[src/rtl/rca_serial_adder.sv]
// Multi-cycle ripple-carry adder: adds two WIDTH-bit operands plus a
// carry-in, CHUNK bits per clock, LSB chunk first, with the carry held in a
// register between chunks. Results are published only when the last chunk
// completes, so sum/cout/overflow never show partial values.
//
// Handshake: a transfer happens on a rising edge where valid && ready are
// both high. Input side accepts only in IDLE (in_ready), output side
// presents only in DONE (out_valid) and holds until out_ready is seen.
// Inputs are ignored whenever in_ready is low; out_ready is ignored
// outside DONE.
module rca_serial_adder #(
  parameter int WIDTH = 8,
  parameter int CHUNK = 4
) (
  input  logic             clk,
  input  logic             rst,
  input  logic             in_valid,
  output logic             in_ready,
  input  logic [WIDTH-1:0] a,
  input  logic [WIDTH-1:0] b,
  input  logic             cin,
  output logic             out_valid,
  input  logic             out_ready,
  output logic [WIDTH-1:0] sum,
  output logic             cout,
  output logic             overflow,
  output logic [1:0]       dbg_state
);

  localparam int NCHUNK = WIDTH / CHUNK;
  localparam int CW     = (NCHUNK > 1) ? $clog2(NCHUNK) : 1;
  localparam logic [CW-1:0] LAST = CW'(NCHUNK - 1);

  generate
    if (WIDTH < 1 || CHUNK < 1 || (WIDTH % CHUNK) != 0) begin : g_bad_params
      $error("rca_serial_adder: CHUNK must divide WIDTH and both must be >= 1");
    end
  endgenerate

  typedef enum logic [1:0] {IDLE = 2'd0, BUSY = 2'd1, DONE = 2'd2} state_t;

  state_t state;
  state_t state_next;

  // Latched operands are shifted right each BUSY edge so the current chunk
  // always sits in the low CHUNK bits; the MSBs are kept for overflow.
  logic [WIDTH-1:0] a_sh;
  logic [WIDTH-1:0] b_sh;
  logic [WIDTH-1:0] a_sh_next;
  logic [WIDTH-1:0] b_sh_next;
  logic             a_msb;
  logic             b_msb;
  logic             carry;
  logic [CW-1:0]    k;
  logic [WIDTH-1:0] work;
  logic [WIDTH-1:0] work_next;
  logic [CHUNK:0]   chunk_res;
  logic             last_chunk;

  assign last_chunk = (k == LAST);

  // One CHUNK-bit add of the current chunk plus the registered carry.
  assign chunk_res = {1'b0, a_sh[CHUNK-1:0]} + {1'b0, b_sh[CHUNK-1:0]}
                   + {{CHUNK{1'b0}}, carry};

  // The working sum fills from the top: each new chunk enters at the MSB end
  // and earlier chunks move down, so after NCHUNK edges chunk 0 is at bit 0.
  generate
    if (NCHUNK == 1) begin : g_single
      assign work_next = chunk_res[CHUNK-1:0];
      assign a_sh_next = '0;
      assign b_sh_next = '0;
    end else begin : g_multi
      assign work_next = {chunk_res[CHUNK-1:0], work[WIDTH-1:CHUNK]};
      assign a_sh_next = {{CHUNK{1'b0}}, a_sh[WIDTH-1:CHUNK]};
      assign b_sh_next = {{CHUNK{1'b0}}, b_sh[WIDTH-1:CHUNK]};
    end
  endgenerate

  // State register.
  always_ff @(posedge clk) begin
    if (rst) state <= IDLE;
    else     state <= state_next;
  end

  // Next-state logic.
  always_comb begin
    state_next = state;
    case (state)
      IDLE:    if (in_valid)   state_next = BUSY;
      BUSY:    if (last_chunk) state_next = DONE;
      DONE:    if (out_ready)  state_next = IDLE;
      default: state_next = IDLE;
    endcase
  end

  // Handshake outputs decoded from state.
  always_comb begin
    in_ready  = (state == IDLE);
    out_valid = (state == DONE);
    dbg_state = state;
  end

  // Datapath: latch on accept, add one chunk per BUSY edge, publish on the last.
  always_ff @(posedge clk) begin
    if (rst) begin
      a_sh     <= '0;
      b_sh     <= '0;
      a_msb    <= 1'b0;
      b_msb    <= 1'b0;
      carry    <= 1'b0;
      k        <= '0;
      work     <= '0;
      sum      <= '0;
      cout     <= 1'b0;
      overflow <= 1'b0;
    end else begin
      case (state)
        IDLE: begin
          if (in_valid) begin
            a_sh  <= a;
            b_sh  <= b;
            a_msb <= a[WIDTH-1];
            b_msb <= b[WIDTH-1];
            carry <= cin;
            k     <= '0;
            work  <= '0;
          end
        end
        BUSY: begin
          a_sh  <= a_sh_next;
          b_sh  <= b_sh_next;
          work  <= work_next;
          carry <= chunk_res[CHUNK];
          k     <= k + CW'(1);
          if (last_chunk) begin
            sum      <= work_next;
            cout     <= chunk_res[CHUNK];
            overflow <= (a_msb == b_msb) && (work_next[WIDTH-1] != a_msb);
          end
        end
        default: ;
      endcase
    end
  end

endmodule

[config.mk]
export PLATFORM = sky130hd
export DESIGN_NAME = rca_serial_adder
export DESIGN_NICKNAME = d
export VERILOG_FILES = /design/src/rtl/rca_serial_adder.sv
export SDC_FILE = /design/constraint.sdc
export NUM_CORES = 1
export LEC_CHECK = 0
export ABC_AREA = 1
export ABC_CLOCK_PERIOD_IN_PS = 2000
export BUFFER_PORTS_ARGS = -buffer_cell sky130_fd_sc_hd__buf_2
export CAP_MARGIN = 20
export CORE_ASPECT_RATIO = 1.25
export CORE_MARGIN = 2
export CORE_UTILIZATION = 45
export CTS_CLUSTER_DIAMETER = 100
export DETAILED_ROUTE_END_ITERATION = 7
export PLACE_DENSITY_LB_ADDON = 0.05
export SLEW_MARGIN = 20
export SYNTH_ARGS = -nofsm -noshare
export SYNTH_HDL_FRONTEND = slang
export SYNTH_SLANG_ARGS = --single-unit
[constraint.sdc]
create_clock -name clk -period 2 [get_ports clk]
set_input_delay 0.2 -clock clk [delete_from_list [all_inputs] [get_ports clk]]
set_output_delay 0.2 -clock clk [all_outputs]
set_load 0.02 [all_outputs]
==> impl_metrics.ini, run 1 <==
[pwr]
p_leak_uw = 0.000880
irDropWorstVdd_mv = 0.540
p_per_area_mw_per_mm2 = 852
p_total_uw = 1580

[cts]
clk_pin_slew_worst_paths_ps = 70
clk_latency_ps = 290
cts_tree = done
ctsLongestPathBuffers = 2
cts.repair.resized = 0
numCtsBuffers = 5
clockRootBuffer = clkbuf_8
htreeDepth = 2
numClockSinks = 36
cts_setup_buffers = 0
ctsHoldBuffers = 0

[sta]
fin_worst_skew_ps = 6.61
finalCriticalPeriod_ps = 1730
setup_violations = 0
final_max_slew_viol_count = 0
grt_setup_unrepaired = no
fin_tns_setup_ps = 0
slew_headroom_pct = 78.6
period_share_pct = 86.4
worstMarginPinSlew_ps = 321
max_freq_ghz = 0.579
final-hold-violation-count = 0

[placed_design]
portBuffers = 34
dp_hpwl_um = 2270
place.gp.congestion = 0.845
postPlaceCellArea_mm2 = 0.00176

[floorplanning]
num_rows = 24
die_h_um = 70.4
die_width_um = 57.1
start_util_pct = 46.4
io_pins = 35
core_mm2 = 0.00342
die_area_mm2 = 0.00402

[yosys]
avgSynthCellArea_um2 = 7.49
synthArstFlopShare_pct = 0
ys_top_cells_by_area = dfxtp_1 45%, nand2_1 19%, a21oi_1 9.8%
synth-edff-count = 0
ys_ff_latch = 36
ys_types = 24
ys_seq_area_share_pct = 45.4
ys.flop_type = dfxtp_1
syn_nets = 238
yosysWarnings = 0
netlist_area_mm2 = 0.00159
synth_top_area_cell = dfxtp_1
synth_top_area_share_pct = 45.4
netlist_instances = 212

[layout]
design_area_mm2 = 0.00185
nets = 273
drive_gt1_share_pct = 20.6
fill_cells = 370
area_growth_pct = 16.7
diodes = 0
layout_common_cells = 82 x nand2_1, 36 x dfxtp_1, 34 x buf_2
final_common_cell = nand2_1

[route]
via_per_inst = 4.82
drc_errors = 0
routedWlPerCell_um = 11.1
dr.pass1.iters = 6
drtIter0Drc = 46
totalWireLength_um = 3200
vias = 1384
ant_nets = 0

[worst_setup_path]
cp.required_ps = 2170
startpoint_type = flop
end_kind = flop
path_max_fanout = 3
arrival_ps = 1900
path_class = flop to flop

[global_route]
grt_pass1_wl_um = 5650
grt_use_total_pct = 18.0
antenna_found_initial = 0
grt_overflow_total = 0
grt_max_degree = 30
first_global_vias = 1300

[run]
maxCapViolations = 0

[min_path]
min_path_type = input port to flop

[run_status]
status = finished, final reports clean
## synth_stat cells, types with 2 or more instances
library cell  number
a21oi_1           31
fa_1               2
inv_1             11
nor2_1            12
dfxtp_1           36
nand3_1           10
o21ai_0            6
inv_4              2
buf_6              3
nand2_4            2
ha_1               3
nand2_1           82
## registers in the layout (all words and copies together) (netlist names), 2 cells and up
register,flops
sum,8
b_sh,8
a_sh,8
dbg_state,2
work,4
## final cells by class
class	instances	area, µm²	share of cell area [%]
multi-input cells	155	756	40.8
flip-flops and latches	36	721	38.9
repair buffers	35	178	9.59
clock buffers	6	82.6	4.46
inverters	14	57.6	3.11
well taps	39	48.8	2.63
clock inverters	2	10.0	0.540
## worst paths after layout
kind                        start                    to  slack, ps  cells after the start
max          a_sh[0]$_SDFFE_PP0P_    carry$_SDFFE_PP0P_        270                      6
min                          a[4]  a_sh[4]$_SDFFE_PP0P_        160                      3
max reg2reg  a_sh[0]$_SDFFE_PP0P_    carry$_SDFFE_PP0P_        270                      6
min reg2reg  b_sh[5]$_SDFFE_PP0P_  b_sh[5]$_SDFFE_PP0P_        460                      2
## where the power goes
group / internal, µW / switching, µW / leakage, µW
logic: 93.4 / 168 / 0.000535
clock network: 275 / 255 / 0.0000510
registers: 761 / 27.1 / 0.000294
## metal layers
metal	vias up	GRT usage (%)	part of all wire (%)
met5	-	0	0
met4	0	8.01	3.3
met3	10	5.74	5.6
met2	36	29.9	45
met1	591	20.8	46
li1	747	-	-
## stage by stage
step / util [%] / hold slack, ps / setup slack (ps) / cells
after floorplan: - / 347 / 361 / 212
after global placement: 51.4 / 448 / 290 / 279
after detailed placement: 51.4 / 453 / 270 / 279
after CTS: 54.1 / 151 / 258 / 287
after global routing: 54.1 / 154 / 174 / 287
final: 54.1 / 160 / 272 / 287
## critical path: stages (launching register included)
cell     delay, ps
dfxtp_1        330
fa_1           480
fa_1           420
nand2_1         80
a21oi_1         70
o21ai_0        140
a31oi_1         90
## cells by family after synthesis
kind of cell    share of synthesized area [%]
xor+xnor                                0.552
compound gates                           13.0
flops                                    45.4
simple gates                             29.2
fa+ha+maj                                4.89
buf+inv                                  7.01
Power figures use the tool's default switching activity.
==> run 2: changes to the inputs <==
- ABC_CLOCK_PERIOD_IN_PS: 2000 -> 1700
- RECOVER_POWER: default -> 25
- SLEW_MARGIN: 20 -> default
- clock period: 2 -> 1.7 ns (I/O delays scaled with it)
==> run 2 against run 1 <==
- non-clock buffer count grew 2
- sequential power grew 18%
- cell count grew 0.70%
- critical path depth is the same
- largest power group unchanged
==> impl_metrics.ini, run 2 (same netlist as run 1, synthesis figures left out) <==
[layout]
nets = 275
fill_cells = 368
diodes = 0
top_regs = a_sh (8), b_sh (8), sum (8)
area_growth_pct = 17.7
drive_gt1_share_pct = 16.8
final_common_cell = nand2_1
layout_common_cells = 82 x nand2_1, 36 x dfxtp_1, 31 x a21oi_1
fin_util_pct = 54.6

[route]
drtIter0Drc = 57
top_layer = met4
drc_errors = 0
wl_met3_um = 179
routedWlPerCell_um = 11.6
met1_length_um = 1480
totalWireLength_um = 3350
ant_nets = 0
vias = 1404
dr.pass1.iters = 4
via_per_inst = 4.86
wl_met2_um = 1640

[global_route]
grt_pass1_wl_um = 5880
antenna_found_initial = 0
grt_max_degree = 30
grt_overflow_total = 0
first_global_vias = 1298
grt_use_total_pct = 19.0

[pwr]
irDropWorstVdd_mv = 0.627
p_sw_share_pct = 28.2
p_leak_uw = 0.000837
p_seq_share_pct = 49.5
p_sw_uw = 528
internal_power_uw = 1350
p_clk_share_pct = 33.3
combPwrFrac_pct = 17.2
p_per_area_mw_per_mm2 = 1000

[worst_setup_path]
path_class = flop to flop
timing.rr.start = carry$_SDFFE_PP0P_
arrival_ps = 1780
cp.required_ps = 1870
r2r_cells = 6
rrSetupSlack_ps = 90
path_max_fanout = 3
endpoint = carry$_SDFFE_PP0P_
end_kind = flop
crit_start = carry$_SDFFE_PP0P_
startpoint_type = flop
r2r_end = carry$_SDFFE_PP0P_

[cts]
numCtsBuffers = 5
ctsHoldBuffers = 0
ctsLongestPathBuffers = 2
clk_pin_slew_worst_paths_ps = 70
cts_tree = done
clockRootBuffer = clkbuf_8
numClockSinks = 36
htreeDepth = 2
cts_setup_buffers = 0
clk_latency_ps = 290

[sta]
grt_setup_unrepaired = yes
final-hold-violation-count = 0
timing.hold.ws_ps = 128
fin_tns_setup_ps = 0
max_freq_ghz = 0.620
worstMarginPinSlew_ps = 308
fin_worst_skew_ps = 3.47
setup_violations = 0
slew_headroom_pct = 79.5
period_share_pct = 94.9
final_max_slew_viol_count = 0
finalCriticalPeriod_ps = 1610

[floorplanning]
num_rows = 24
io_pins = 35
die_width_um = 57.1
core_mm2 = 0.00342
die_area_mm2 = 0.00402
die_h_um = 70.4
start_util_pct = 46.4

[placed_design]
portBuffers = 34
dp_hpwl_um = 2390
place.gp.congestion = 0.835

[run]
maxCapViolations = 0

[min_path]
min_path_type = input port to flop
min-delay-start = b[4]

[run_status]
status = finished, final reports clean
-- run 2: power by group through the flow --
| stage | logic [µW] | clock network (µW) | registers (µW) |
|---|---|---|---|
| floorplan | 228 | 0 | 956 |
| global placement | 326 | 0 | 946 |
| detailed placement | 327 | 0 | 947 |
| CTS | 330 | 639 | 929 |
| global route | 373 | 675 | 936 |
| finish | 323 | 624 | 928 |
-- run 2: critical path, stage by stage, from the launching register on --
cell and delay [ps]:
dfxtp_1 330, fa_2 420, fa_2 390, nand2_1 80, a21oi_1 70, o21ai_1 130
a31oi_1 90
-- run 2: worst min path at each step --
stage | to | slack, ps | cells past startpoint
CTS | a_sh[5]$_SDFFE_PP0P_ | 120 | 3
detailed placement | a_sh[5]$_SDFFE_PP0P_ | 430 | 3
floorplan | a_sh[4]$_SDFFE_PP0P_ | 320 | 2
global placement | b_sh[5]$_SDFFE_PP0P_ | 420 | 3
finish | b_sh[4]$_SDFFE_PP0P_ | 130 | 3
global route | b_sh[4]$_SDFFE_PP0P_ | 140 | 3
-- run 2: final cells by class --
| type | instances | area, µm² | share of cell area (%) |
|---|---|---|---|
| inverters | 14 | 57.6 | 3.08 |
| multi-input cells | 155 | 761 | 40.7 |
| clock buffers | 8 | 90.1 | 4.82 |
| repair buffers | 37 | 191 | 10.2 |
| well taps | 39 | 48.8 | 2.61 |
| flip-flops and latches | 36 | 721 | 38.6 |
-- run 2: per-stage QoR --
stage | setup slack (ps) | instance area (µm²) | instances | total power (µW)
3_3_place_gp | -29.6 | 1790 | 281 | 1270
5_1_grt | -8.71 | 1870 | 289 | 1980
6_report | 86.2 | 1870 | 289 | 1880
3_5_place_dp | -50.6 | 1790 | 281 | 1270
2_1_floorplan | 60.9 | 1590 | 212 | 1180
4_1_cts | 64.9 | 1880 | 289 | 1900
-- run 2: repair_timing --
item	in CTS	in global routing
endpoints found under the setup margin	1	1
pin swaps	0	2
resized for setup	2	1
-- run 2: layer usage --
metal / vias up / track usage (%)
met5: - / 0
met4: 0 / 6.20
met3: 6 / 5.74
met2: 36 / 31.2
met1: 608 / 23.5
li1: 754 / -
